## src/rtl/alu_pkg.sv

```systemverilog
// alu_pkg: opcodes and default widths shared by the ALU datapath.
package alu_pkg;

   localparam int ALU_WIDTH   = 32;
   localparam int ALU_SHAMT_W = $clog2(ALU_WIDTH);

   localparam logic [2:0] OP_ADD  = 3'b000;
   localparam logic [2:0] OP_SUB  = 3'b001;
   localparam logic [2:0] OP_AND  = 3'b010;
   localparam logic [2:0] OP_OR   = 3'b011;
   localparam logic [2:0] OP_SRL  = 3'b100;
   localparam logic [2:0] OP_SRA  = 3'b101;
   localparam logic [2:0] OP_SLT  = 3'b110;
   localparam logic [2:0] OP_SLTU = 3'b111;

endpackage

```

## src/rtl/alu_shifter.sv

```systemverilog
// alu_shifter: combinational log-stage right shifter, zero or sign fill.
module alu_shifter
   import alu_pkg::*;
#(
   parameter int WIDTH   = ALU_WIDTH,
   parameter int SHAMT_W = ALU_SHAMT_W
) (
   input  logic [WIDTH-1:0]   a,
   input  logic [SHAMT_W-1:0] shamt,
   input  logic               arith,
   output logic [WIDTH-1:0]   y
);

   logic             fill;
   logic [WIDTH-1:0] stg [SHAMT_W+1];

   assign fill   = arith & a[WIDTH-1];
   assign stg[0] = a;

   // Stage i shifts by 2**i when shamt bit i is set.
   for (genvar i = 0; i < SHAMT_W; i++) begin : g_stage
      localparam int S = 1 << i;
      assign stg[i+1] = shamt[i] ? {{S{fill}}, stg[i][WIDTH-1:S]}
                                 : stg[i];
   end

   assign y = stg[SHAMT_W];

endmodule

```

## src/rtl/alu_core.sv

```systemverilog
// alu_core: registered integer ALU, one-cycle latency.
// Define ALU_FLAGS_EN to add registered zero/ovf outputs.
module alu_core
   import alu_pkg::*;
#(
   parameter int WIDTH   = ALU_WIDTH,
   parameter int SHAMT_W = ALU_SHAMT_W
) (
   input  logic             clk,
   input  logic             rst_n,
   input  logic             in_valid,
   input  logic [WIDTH-1:0] A,
   input  logic [WIDTH-1:0] B,
   input  logic [2:0]       ALUOp,
   output logic [WIDTH-1:0] C,
   output logic             out_valid
`ifdef ALU_FLAGS_EN
   ,
   output logic             zero,
   output logic             ovf
`endif
);

   localparam int M = WIDTH - 1;

   logic [WIDTH-1:0] sum;
   logic [WIDTH-1:0] diff;
   logic [WIDTH-1:0] sh;
   logic [WIDTH-1:0] res;
   logic             slt;
   logic             sltu;

   assign sum  = A + B;
   assign diff = A - B;
   assign slt  = $signed(A) < $signed(B);
   assign sltu = A < B;

   alu_shifter #(
      .WIDTH   (WIDTH),
      .SHAMT_W (SHAMT_W)
   ) u_shifter (
      .a     (A),
      .shamt (B[SHAMT_W-1:0]),
      .arith (ALUOp == OP_SRA),
      .y     (sh)
   );

   always_comb begin
      res = '0;
      unique case (ALUOp)
         OP_ADD:  res = sum;
         OP_SUB:  res = diff;
         OP_AND:  res = A & B;
         OP_OR:   res = A | B;
         OP_SRL:  res = sh;
         OP_SRA:  res = sh;
         OP_SLT:  res = {{(WIDTH-1){1'b0}}, slt};
         OP_SLTU: res = {{(WIDTH-1){1'b0}}, sltu};
         default: res = '0;
      endcase
   end

   always_ff @(posedge clk or negedge rst_n) begin
      if (!rst_n) begin
         C         <= '0;
         out_valid <= 1'b0;
      end else begin
         out_valid <= in_valid;
         if (in_valid) C <= res;
      end
   end

`ifdef ALU_FLAGS_EN
   logic res_ovf;

   // Overflow: operands agree in sign (ADD) or differ (SUB) and result flips.
   always_comb begin
      res_ovf = 1'b0;
      if (ALUOp == OP_ADD)
         res_ovf = ~(A[M] ^ B[M]) & (sum[M] ^ A[M]);
      else if (ALUOp == OP_SUB)
         res_ovf = (A[M] ^ B[M]) & (diff[M] ^ A[M]);
   end

   always_ff @(posedge clk or negedge rst_n) begin
      if (!rst_n) begin
         zero <= 1'b0;
         ovf  <= 1'b0;
      end else if (in_valid) begin
         zero <= (res == '0);
         ovf  <= res_ovf;
      end
   end
`endif

endmodule

```

## config.mk

```make
export PLATFORM = sky130hd
export DESIGN_NAME = alu_core
export DESIGN_NICKNAME = d
export VERILOG_FILES = /design/src/rtl/alu_pkg.sv /design/src/rtl/alu_shifter.sv /design/src/rtl/alu_core.sv
export SDC_FILE = /design/constraint.sdc
export NUM_CORES = 1
export LEC_CHECK = 0
export ABC_AREA = 0
export ABC_CLOCK_PERIOD_IN_PS = 1500
export BUFFER_PORTS_ARGS = -buffer_cell sky130_fd_sc_hd__clkbuf_2
export CAP_MARGIN = 10
export CORE_MARGIN = 3
export CORE_UTILIZATION = 61
export DETAILED_ROUTE_END_ITERATION = 16
export MAX_ROUTING_LAYER = met4
export PLACE_DENSITY = 0.8
export SYNTH_ARGS = -nofsm -noshare
export SYNTH_HDL_FRONTEND = slang
export SYNTH_SLANG_ARGS = --single-unit
```

## constraint.sdc

```tcl
create_clock -name clk -period 1.5 [get_ports clk]
set_input_delay 0.3 -clock clk [delete_from_list [all_inputs] [get_ports clk]]
set_output_delay 0.3 -clock clk [all_outputs]
set_load 0.02 [all_outputs]
```

==> results of run 1 <==
-- metrics by stage --
step                instance area, sq um   util  hold slack (ns)  TNS (ns)  instances
floorplan                           8300      -          0.00441    -37.16       1089
global placement                   11700  0.912            0.291    -44.20       1702
detailed placement                 11700  0.912            0.301    -48.81       1702
-- cell families after synthesis --
group	after synthesis
xor gates and xnor gates	23
AOI/OAI and AO/OA	378
buffers and inverters	172
adders and majority gates	98
and+or+nand+nor	328
muxes	57
DFF	33
==> flow_summary.ini, run 1 <==
[outcome]
status = did not finish
failing_step = clock tree synthesis
error_message = [ERROR DPL-0038] Utilization greater than 100%, impossible to legalize

[synthesis]
synth.net_count = 1257
yosys.area.top_type = ha_1
yosysSeqAreaShare = 0.103
adder_cell_fraction_of_synth_area = 0.154
edff_count_synth = 0
post_synthesis_cell_count = 1089
unique_cell_type_count_in_the_yosys_netlist = 83
yosys.area_share.simple = 0.196
ys_seq_elements = 33
most_repeated_cell_in_the_gate_level_netlist_after_synthesis = nand2_1
synth.mux.area_fraction = 0.122
yosysWarnings = 0
synth-xor-area-share = 0.0250
synth-compound-area-share = 0.317
synthesis.area_per_instance_sq_um = 7.40
yosys-top-cells-area = ha_1 15%, dfrtp_1 10%, mux4_2 8.9%
mappedNetlistArea_sq_mm = 0.00806
synthFlopType = dfrtp_1
async_flop_share = 1.00
post_synth_most_frequent_cells = 103 x nand2_1, 97 x inv_1, 96 x ha_1
post-synth-top-area-fraction = 0.149
synth_top_family_by_area = compound AO/OA/AOI/OAI gates

[clock_network]
clockBufferDepth = 2
ctsHtreeMaxLevel = 2
postCtsResizedCells = 226
post_cts.repair.setup_buffers = 50
postCtsHoldBufs = 1
tritoncts_num_sinks = 33
clock_tree_root_driver_cell = clkbuf_16
numCtsBuffers = 5

[placed_design]
place_hpwl_um = 33700
io_buffers = 102
weighted_congestion_reported_at_the_end_of_routability_driven_placement = 1.18
dp_worst_setup_slack_ns = -1.86

[die]
io_pins = 103
fp.dieW_um = 121
fp.dieH_um = 121
start_util = 0.631
rows = 41
==> run 2, diff against run 1 <==
--- a/config.mk
+++ b/config.mk
@@ -10,10 +10,9 @@
 export BUFFER_PORTS_ARGS = -buffer_cell sky130_fd_sc_hd__clkbuf_2
 export CAP_MARGIN = 10
 export CORE_MARGIN = 3
-export CORE_UTILIZATION = 61
+export CORE_UTILIZATION = 40
 export DETAILED_ROUTE_END_ITERATION = 16
-export MAX_ROUTING_LAYER = met4
-export PLACE_DENSITY = 0.8
+export PLACE_DENSITY_LB_ADDON = 0.15
 export SYNTH_ARGS = -nofsm -noshare
 export SYNTH_HDL_FRONTEND = slang
 export SYNTH_SLANG_ARGS = --single-unit
==> run 2 against run 1 <==
Effect of this change:
- the flow now finishes, with violations (negative setup slack)
- area after synthesis is the same
- synthesized cell count unchanged
==> flow_summary.ini, run 2 <==
[global_route]
grt_antenna_before_repair = 1
gr-usage-met1 = 0.502
grt.busiest_layer = met2
grt_start_max_net_pins = 34
first_global_vias = 10816
grt_first_pass_wirelength_um = 63100
grt_util_all_layers = 0.374
met2_usage = 0.565
met3_usage = 0.111
congestion_overflow_gr = 0

[die]
io_pins = 103
start_util = 0.410
fp.dieH_um = 148
design.die.area_sq_mm = 0.0219
rows = 51
core-area_sq_mm = 0.0197
fp.dieW_um = 148

[synthesis]
ys_seq_elements = 33
edff_count_synth = 0
yosysSeqAreaShare = 0.103
async_flop_share = 1.00
post_synth_most_frequent_cells = 103 x nand2_1, 97 x inv_1, 96 x ha_1
post-synth-top-area-fraction = 0.149
synthFlopType = dfrtp_1
most_repeated_cell_in_the_gate_level_netlist_after_synthesis = nand2_1
synthesis.area_per_instance_sq_um = 7.40
post_synthesis_cell_count = 1089
yosys.area.top_type = ha_1
unique_cell_type_count_in_the_yosys_netlist = 83
yosysWarnings = 0
yosys-top-cells-area = ha_1 15%, dfrtp_1 10%, mux4_2 8.9%
mappedNetlistArea_sq_mm = 0.00806
synth.net_count = 1257

[final_layout]
share_of_layout_cells_above_drive_strength_1 = 0.509
syn2layout_area_growth_pct = 74.1
regMostFlops = C
final_antenna_diode_count = 0
nNetsFinal = 1783
layout_common_cells = 437 x buf_4, 97 x nand2_1, 94 x clkbuf_2
largest_reg_flops = 32
layout_commonest_cell = buf_4
largestRegisters = C: 32 flops, out_valid: 1 flops

[critical_path]
worst_ep_arrival_time_ns = 2.96
critical_path.startpoint = B[0]
worstReg2RegStart = C[31]
worst-setup-path-type = in -> reg
critPathLaunchType = input port
cp_max_fo = 2
required_ns = 1.68
worstSetupEndpointType = flop

[sta]
final_critical_path_setup_slack_ns = -1.28
period_share = 1.85
fmaxAchievable_mhz = 360
timing.clock.skew_ns = 0
finalSetupViolCount = 32
period_needed_ns = 2.78
final_max_slew_viol_count = 0
max_slew.worst_pin.slew_ns = 0.658
rsz0062_at_grt = yes
finalHoldViolCount = 0
maxSlewHeadroom = 0.556
setup-tns-final_ns = -32.86

[placed_design]
io_buffers = 102
place_hpwl_um = 32200
weighted_congestion_reported_at_the_end_of_routability_driven_placement = 1.05

[power]
vdd_ir_drop_max_uv = 457
power_dens_cells_mw_per_mm2 = 573
total_power_w = 0.00804
cell_leakage_power_nw = 6.60

[clock_network]
numCtsBuffers = 5
clock_tree_root_driver_cell = clkbuf_16
tritoncts = yes
clkTransAtPathRegs_ns = 0.06
clkLatencyLatePin_ns = 0.31
ctsHtreeMaxLevel = 2
clockBufferDepth = 2
tritoncts_num_sinks = 33

[outcome]
status = finished, violations left
failing_checks = negative setup slack

[worst_hold_path]
worstHoldStart = in_valid
min-delay-path-class = in -> reg

[route]
drt_pre_antenna_iters = 5
drtIter0Drc = 1071
avgRoutedWirePerCell_um = 22.9
via_count = 11362
routed_wirelength_um = 43000
drc = 0
route.antenna.remaining_nets = 0
vias_per_cell = 6.04

[flow_run]
cap_viol_max_count = 0
==> run 2: cell counts after synthesis <==
Identical to the previous run, type by type.
==> run 2: final timing paths <==
path / to / slack, ns / cells past startpoint
setup / recovery: C[30] / -1.28 / 11
hold / removal: out_valid / 0.49 / 2
setup reg to reg: C[31] / 0.11 / 4
hold reg to reg: C[15] / 0.49 / 1
max in group asynchronous: C[9] / 0.75 / 3
min in group asynchronous: C[0] / 0.51 / 3
==> run 2: cell families after synthesis <==
| kind of cell | synth area share |
|---|---|
| xor+xnor | 0.0250 |
| compound gates | 0.317 |
| mux | 0.122 |
| fa+ha+maj | 0.154 |
| flops | 0.103 |
| simple gates | 0.196 |
| buf+inv | 0.0840 |
==> run 2: cell type report <==
type                       count  area, sq um
timing repair buffer         587         4530
tap                          265          332
inverter                     104          413
sequential                    33          826
clock buffer                   7          153
fill                        1656         5630
clock inverter                 1         5.00
multi-input combinational    884         7760
==> run 2: power breakdown <==
part           switching, W  internal [W]
registers         0.0000945       0.00102
clock network      0.000562      0.000709
logic               0.00298       0.00267
total               0.00363       0.00441
==> run 2: critical path, cell delays in order <==
cell and delay, ns:
clkbuf_16 0.12, ha_4 0.15, fa_2 0.35, o21ba_4 0.23, or4_4 0.46, nand4bb_4 0.14, nand4_4 0.11, a211o_1 0.32
a2111oi_4 0.34, nor3_1 0.07, or3_1 0.35
==> run 2: through the flow <==
step	instance area [sq um]	std cells	setup WS (ns)	hold slack (ns)	utilization
floorplan	8300	1089	-1.74	0.00441	-
CTS	13300	1866	-1.31	0.464	0.676
finish	14000	1881	-1.28	0.485	0.714
global placement	12000	1825	-1.77	0.308	0.613
global route	14000	1881	-1.36	0.492	0.714
detailed placement	12000	1825	-1.75	0.308	0.613
==> run 2: repair_timing <==
item / in CTS / in global routing
pin swaps: 62 / 91
gates resized for setup: 161 / 142
setup endpoints to repair: 32 / 32
hold buffers: 1 / 0
setup buffers: 31 / 24
gates cloned: 2 / 1
hold endpoints to repair: 33 / 0
==> run 2: layer usage <==
layer | vias up | part of all wire
li1 | 5088 | -
met1 | 5432 | 0.40
met2 | 710 | 0.44
met3 | 132 | 0.11
met4 | 0 | 0.045
met5 | - | 0
(Power assumes the default switching activity.)
==> run 3, diff against run 2 <==
--- a/config.mk
+++ b/config.mk
@@ -12,6 +12,7 @@
 export CORE_MARGIN = 3
 export CORE_UTILIZATION = 40
 export DETAILED_ROUTE_END_ITERATION = 16
+export MAX_ROUTING_LAYER = met4
 export PLACE_DENSITY_LB_ADDON = 0.15
 export SYNTH_ARGS = -nofsm -noshare
 export SYNTH_HDL_FRONTEND = slang
==> run 3 against run 2 <==
Effect of this change:
- the run still ends with negative setup slack left
- combinational power up 2%
- hold slack worse by 0.048 ns
- sequential share of layout area down 0.16 points
- register-to-register slack worse by 0.12 ns
- critical path depth unchanged
- critical path type unchanged
- largest cell class unchanged
==> flow_summary.ini, run 3 (same netlist as run 2, synthesis figures left out) <==
[outcome]
status = finished, violations left
failing_checks = negative setup slack

[clock_network]
clockBufferDepth = 2
clkLatencyLatePin_ns = 0.31
clkTransAtPathRegs_ns = 0.08
tritoncts_num_sinks = 33
ctsHtreeMaxLevel = 2
numCtsBuffers = 5
clock_tree_root_driver_cell = clkbuf_16
tritoncts = yes

[sta]
finalSetupViolCount = 32
period_share = 1.87
fmaxAchievable_mhz = 357
timing.clock.skew_ns = 0
period_needed_ns = 2.80
final_max_slew_viol_count = 0
rsz0062_at_grt = yes
finalHoldViolCount = 0
max_slew.worst_pin.slew_ns = 0.828
final_critical_path_setup_slack_ns = -1.30
maxSlewHeadroom = 0.446

[final_layout]
final_antenna_diode_count = 0
syn2layout_area_growth_pct = 78.8
ff_latch_area_sq_um = 826
share_of_layout_cells_above_drive_strength_1 = 0.531
regMostFlops = C
largest_reg_flops = 32
fillCellCount = 1628
instances_no_fill = 1910
layout_common_cells = 467 x buf_4, 92 x nand2_1, 91 x clkbuf_2
layout_commonest_cell = buf_4
largestRegisters = C: 32 flops, out_valid: 1 flops
nNetsFinal = 1812
multi_input_comb_area_sq_mm = 0.00793

[critical_path]
worst-setup-path-type = in -> reg
required_ns = 1.70
cp_max_fo = 4
worst_ep_arrival_time_ns = 2.99
reg2reg_slack_ns = -0.01
worstSetupEndpointType = flop
critPathLaunchType = input port

[die]
fp.dieW_um = 148
rows = 51
core-area_sq_mm = 0.0197
start_util = 0.410
design.die.area_sq_mm = 0.0219
fp.dieH_um = 148
io_pins = 103

[power]
comb_pwr_share = 0.705
cell_internal_power_w = 0.00447
cell_leakage_power_nw = 6.75
vdd_ir_drop_max_uv = 401
power_switching_share = 0.455
share_seq_of_total_power = 0.137
power.switching_w = 0.00373
clock_power_share = 0.158
power_dens_cells_mw_per_mm2 = 569

[route]
drtIter0Drc = 1068
drt_pre_antenna_iters = 5
routed_wirelength_um = 44300
route.antenna.remaining_nets = 0
drc = 0
avgRoutedWirePerCell_um = 23.2
via_count = 11436
vias_per_cell = 5.99

[placed_design]
weighted_congestion_reported_at_the_end_of_routability_driven_placement = 1.02
dp_worst_setup_slack_ns = -1.76
place_hpwl_um = 33500
dp_cells = 1842
io_buffers = 102

[global_route]
first_global_vias = 10500
congestion_overflow_gr = 0
grt_antenna_before_repair = 0
grt_util_all_layers = 0.381
grt_first_pass_wirelength_um = 62100
grt_start_max_net_pins = 34

[worst_hold_path]
min-delay-path-class = in -> reg

[flow_run]
cap_viol_max_count = 0
run 3: cell count changes in the layout (fill, tap and decap cells not counted), sizes merged:
cell / previous run / this run
bufbuf: 1 / 0
clkbuf: 107 / 101
buf: 485 / 521
run 3: per-stage QoR:
step                      total power (W)  area (sq um)  setup TNS, ns  hold slack, ns   util
after global routing              0.00851         14400         -32.25           0.431  0.733
after detailed placement          0.00578         12100         -46.93           0.305  0.617
after global placement            0.00576         12100         -46.25           0.301  0.617
after floorplan                   0.00344          8300         -37.16         0.00441      -
after CTS                         0.00724         12700         -34.92           0.409  0.647
final                             0.00820         14400         -30.33           0.437  0.733
run 3: layout make-up:
cell class | instances | share of cell area
multi-input cells | 884 | 0.550
repair buffers | 616 | 0.329
clock buffers | 7 | 0.0106
well taps | 265 | 0.0230
inverters | 104 | 0.0294
flip-flops and latches | 33 | 0.0573
clock inverters | 1 | 0.000347
run 3: worst paths after layout:
check | startpoint | end | cells past startpoint
worst max-delay path | B[0] | C[30] | 11
worst min-delay path | in_valid | out_valid | 2
worst max register to register | C[31] | C[31] | 4
worst min register to register | C[2] | C[2] | 2
max in group asynchronous | rst_n | C[9] | 3
min in group asynchronous | rst_n | C[25] | 3
run 3: metal layers:
layer	vias up	wire length [um]	GRT usage
li1	5160	-	-
met1	5477	18200	0.520
met2	683	19900	0.569
met3	116	4510	0.0763
met4	0	1720	0.121
met5	-	0	-
run 3: timing repair:
| action | CTS | global route |
|---|---|---|
| setup endpoints to repair | 32 | 32 |
| buffers inserted | 7 | 57 |
| cloned | 0 | 2 |
| pin swaps | 23 | 104 |
| endpoints found under the hold margin | 33 | 0 |
| gates resized for setup | 73 | 275 |
| hold buffers | 1 | 0 |
run 3: worst max-delay path, stage by stage:
cell       delay, ns
buf_12          0.12
ha_4            0.16
fa_2            0.34
o21ba_4         0.21
or4_4           0.47
nand4bb_4       0.14
nand4_4         0.12
a211o_1         0.35
a2111oi_4       0.38
nor3_1          0.07
or3_1           0.34
run 3: power groups by stage:
stage | clock network (W) | registers, W | logic [W]
2_1_floorplan | 0 | 0.00128 | 0.00216
3_3_place_gp | 0 | 0.00113 | 0.00462
3_5_place_dp | 0 | 0.00113 | 0.00465
4_1_cts | 0.00127 | 0.00112 | 0.00486
5_1_grt | 0.00131 | 0.00113 | 0.00607
6_report | 0.00129 | 0.00112 | 0.00578
==> run 4, diff against run 3 <==
--- a/config.mk
+++ b/config.mk
@@ -6,11 +6,12 @@
 export NUM_CORES = 1
 export LEC_CHECK = 0
 export ABC_AREA = 0
-export ABC_CLOCK_PERIOD_IN_PS = 1500
+export ABC_CLOCK_PERIOD_IN_PS = 2500
 export BUFFER_PORTS_ARGS = -buffer_cell sky130_fd_sc_hd__clkbuf_2
 export CAP_MARGIN = 10
 export CORE_MARGIN = 3
 export CORE_UTILIZATION = 40
+export CTS_BUF_LIST = sky130_fd_sc_hd__clkbuf_4 sky130_fd_sc_hd__clkbuf_8
 export DETAILED_ROUTE_END_ITERATION = 16
 export MAX_ROUTING_LAYER = met4
 export PLACE_DENSITY_LB_ADDON = 0.15
==> constraint.sdc (replaced) <==
create_clock -name clk -period 2.5 [get_ports clk]
set_input_delay 0.5 -clock clk [delete_from_list [all_inputs] [get_ports clk]]
set_output_delay 0.5 -clock clk [all_outputs]
set_load 0.02 [all_outputs]
==> run 4 against run 3 <==
Effect of this change:
- sequential cell count did not move
- utilization decreased by 7.6 points
- clock power is 58% lower
- hold slack worse by 0.31 ns
- highest routed layer unchanged
- register-to-register slack improved by 1.0 ns
- critical path depth rose by 1
- via count is 5.1% lower
- the flow still finishes with violations (negative setup slack)
==> flow_summary.ini, run 4 (same netlist as run 2, synthesis figures left out) <==
[sta]
timing.hold.ws_ns = 0.127
finalSetupViolCount = 25
maxSlewHeadroom = 0.555
final_max_slew_viol_count = 0
period_share = 1.19
fmaxAchievable_mhz = 335
max_slew.worst_pin.slew_ns = 0.661
final_critical_path_setup_slack_ns = -0.487
rsz0062_at_grt = yes
finalHoldViolCount = 0
setup-tns-final_ns = -6.42
timing.clock.skew_ns = 0
period_needed_ns = 2.99

[clock_network]
postCtsHoldBufs = 0
clkLatencyLatePin_ns = 0.32
tritoncts_num_sinks = 33
numCtsBuffers = 5
clock_tree_root_driver_cell = clkbuf_8
clkTransAtPathRegs_ns = 0.10
tritoncts = yes
ctsHtreeMaxLevel = 2
clockBufferDepth = 2

[final_layout]
nNetsFinal = 1711
share_of_layout_cells_above_drive_strength_1 = 0.459
layout_commonest_cell = buf_4
syn2layout_area_growth_pct = 60.3
fillCellCount = 1786
largestRegisters = C: 32 flops, out_valid: 1 flops
largest_reg_flops = 32
layout_common_cells = 386 x buf_4, 99 x nand2_1, 96 x clkbuf_2
regMostFlops = C

[route]
routed_wirelength_um = 41500
drc = 0
drtIter0Drc = 1057
avgRoutedWirePerCell_um = 22.9
via_count = 10855
vias_per_cell = 6.00
drt_pre_antenna_iters = 5
route.antenna.remaining_nets = 0

[global_route]
grt_util_all_layers = 0.374
grt_first_pass_wirelength_um = 61100
grt_start_max_net_pins = 48
congestion_overflow_gr = 0
first_global_vias = 10229
grt_antenna_before_repair = 1

[power]
power_dens_cells_mw_per_mm2 = 334
vdd_ir_drop_max_uv = 178
cell_leakage_power_nw = 6.09

[critical_path]
worstRegToRegCells = 4
reg2reg_slack_ns = 1.03
cp_max_fo = 2
worst-setup-path-type = in -> reg
worst_ep_arrival_time_ns = 3.20
slowest_delay_ns = 0.46
slowest_cp_cell = or4_4
crit-reg2reg-capture = C[31]
required_ns = 2.71
critPathLaunchType = input port
worstPathCellList = buf_8 -> inv_4 -> ha_4 -> fa_2 -> o21ba_4 -> or4_4 -> nand4bb_4 -> nand4_4 -> a211o_1 -> a2111oi_4 -> nor3_1 -> or3_1
critical_path.startpoint = A[0]
worstReg2RegStart = C[31]
worstSetupEndpointType = flop

[die]
core-area_sq_mm = 0.0197
rows = 51
fp.dieH_um = 148
fp.dieW_um = 148
start_util = 0.410
io_pins = 103
design.die.area_sq_mm = 0.0219

[placed_design]
place_hpwl_um = 32300
weighted_congestion_reported_at_the_end_of_routability_driven_placement = 1.03
io_buffers = 102

[flow_run]
cap_viol_max_count = 0

[worst_hold_path]
min-delay-path-class = in -> async

[outcome]
failing_checks = negative setup slack
status = finished, violations left
[run 4: cell types whose count changed in the layout (fill, tap and decap cells not counted), moves of 6 or more]
cell	before	now
buf_4	467	386
buf_6	38	21
ha_1	70	87
ha_4	20	6
clkbuf_16	7	0
nand2_1	92	99
a21oi_1	66	72
a21oi_2	17	11
nand2_2	9	3
[run 4: metrics by stage]
| stage | cell area, sq um | setup slack [ns] | std cells | power (W) | util |
|---|---|---|---|---|---|
| after floorplan | 8240 | -0.941 | 1089 | 0.00205 | - |
| after global placement | 11600 | -0.895 | 1771 | 0.00335 | 0.591 |
| after detailed placement | 11600 | -0.936 | 1771 | 0.00336 | 0.591 |
| after CTS | 12200 | -0.499 | 1792 | 0.00402 | 0.622 |
| after global routing | 12900 | -0.561 | 1809 | 0.00451 | 0.657 |
| final | 12900 | -0.487 | 1809 | 0.00431 | 0.657 |
[run 4: what timing repair did]
item,4_1_cts,5_1_grt
cloned,2,0
setup endpoints to repair,32,32
buffers inserted,13,24
pin swaps,42,87
resized for setup,87,127
[run 4: how the worst max path moves through the flow]
stage	to	slack, ns
finish	C[30]	-0.49
global route	C[30]	-0.56
CTS	C[30]	-0.50
detailed placement	C[30]	-0.94
global placement	C[30]	-0.89
floorplan	C[30]	-0.94
[run 4: area by class of cell]
| type | count | area, sq um | area share |
|---|---|---|---|
| timing repair buffer | 515 | 3840 | 0.297 |
| multi-input combinational | 884 | 7410 | 0.574 |
| inverter | 104 | 412 | 0.0319 |
| antenna | 1 | 2.50 | 0.000194 |
| tap | 265 | 332 | 0.0257 |
| clock buffer | 7 | 90.1 | 0.00698 |
| sequential | 33 | 826 | 0.0639 |
[run 4: worst max-delay path, delay by kind of cell]
family                     cells  cell delay (ns)
and+or+nand+nor                5             1.13
AOI/OAI and AO/OA              3             0.94
adders and majority gates      2             0.51
buffers and inverters          2             0.11
[run 4: power by group]
group	switching (W)	internal (W)
Sequential	0.0000589	0.000614
Combinational	0.00168	0.00142
Clock	0.000305	0.000232
Total	0.00204	0.00227
[run 4: routing by layer]
metal	vias up	track usage	routed length, um
met5	-	-	0
met4	0	0.103	1470
met3	96	0.0699	4210
met2	608	0.552	17900
met1	5206	0.526	17900
li1	4945	-	-
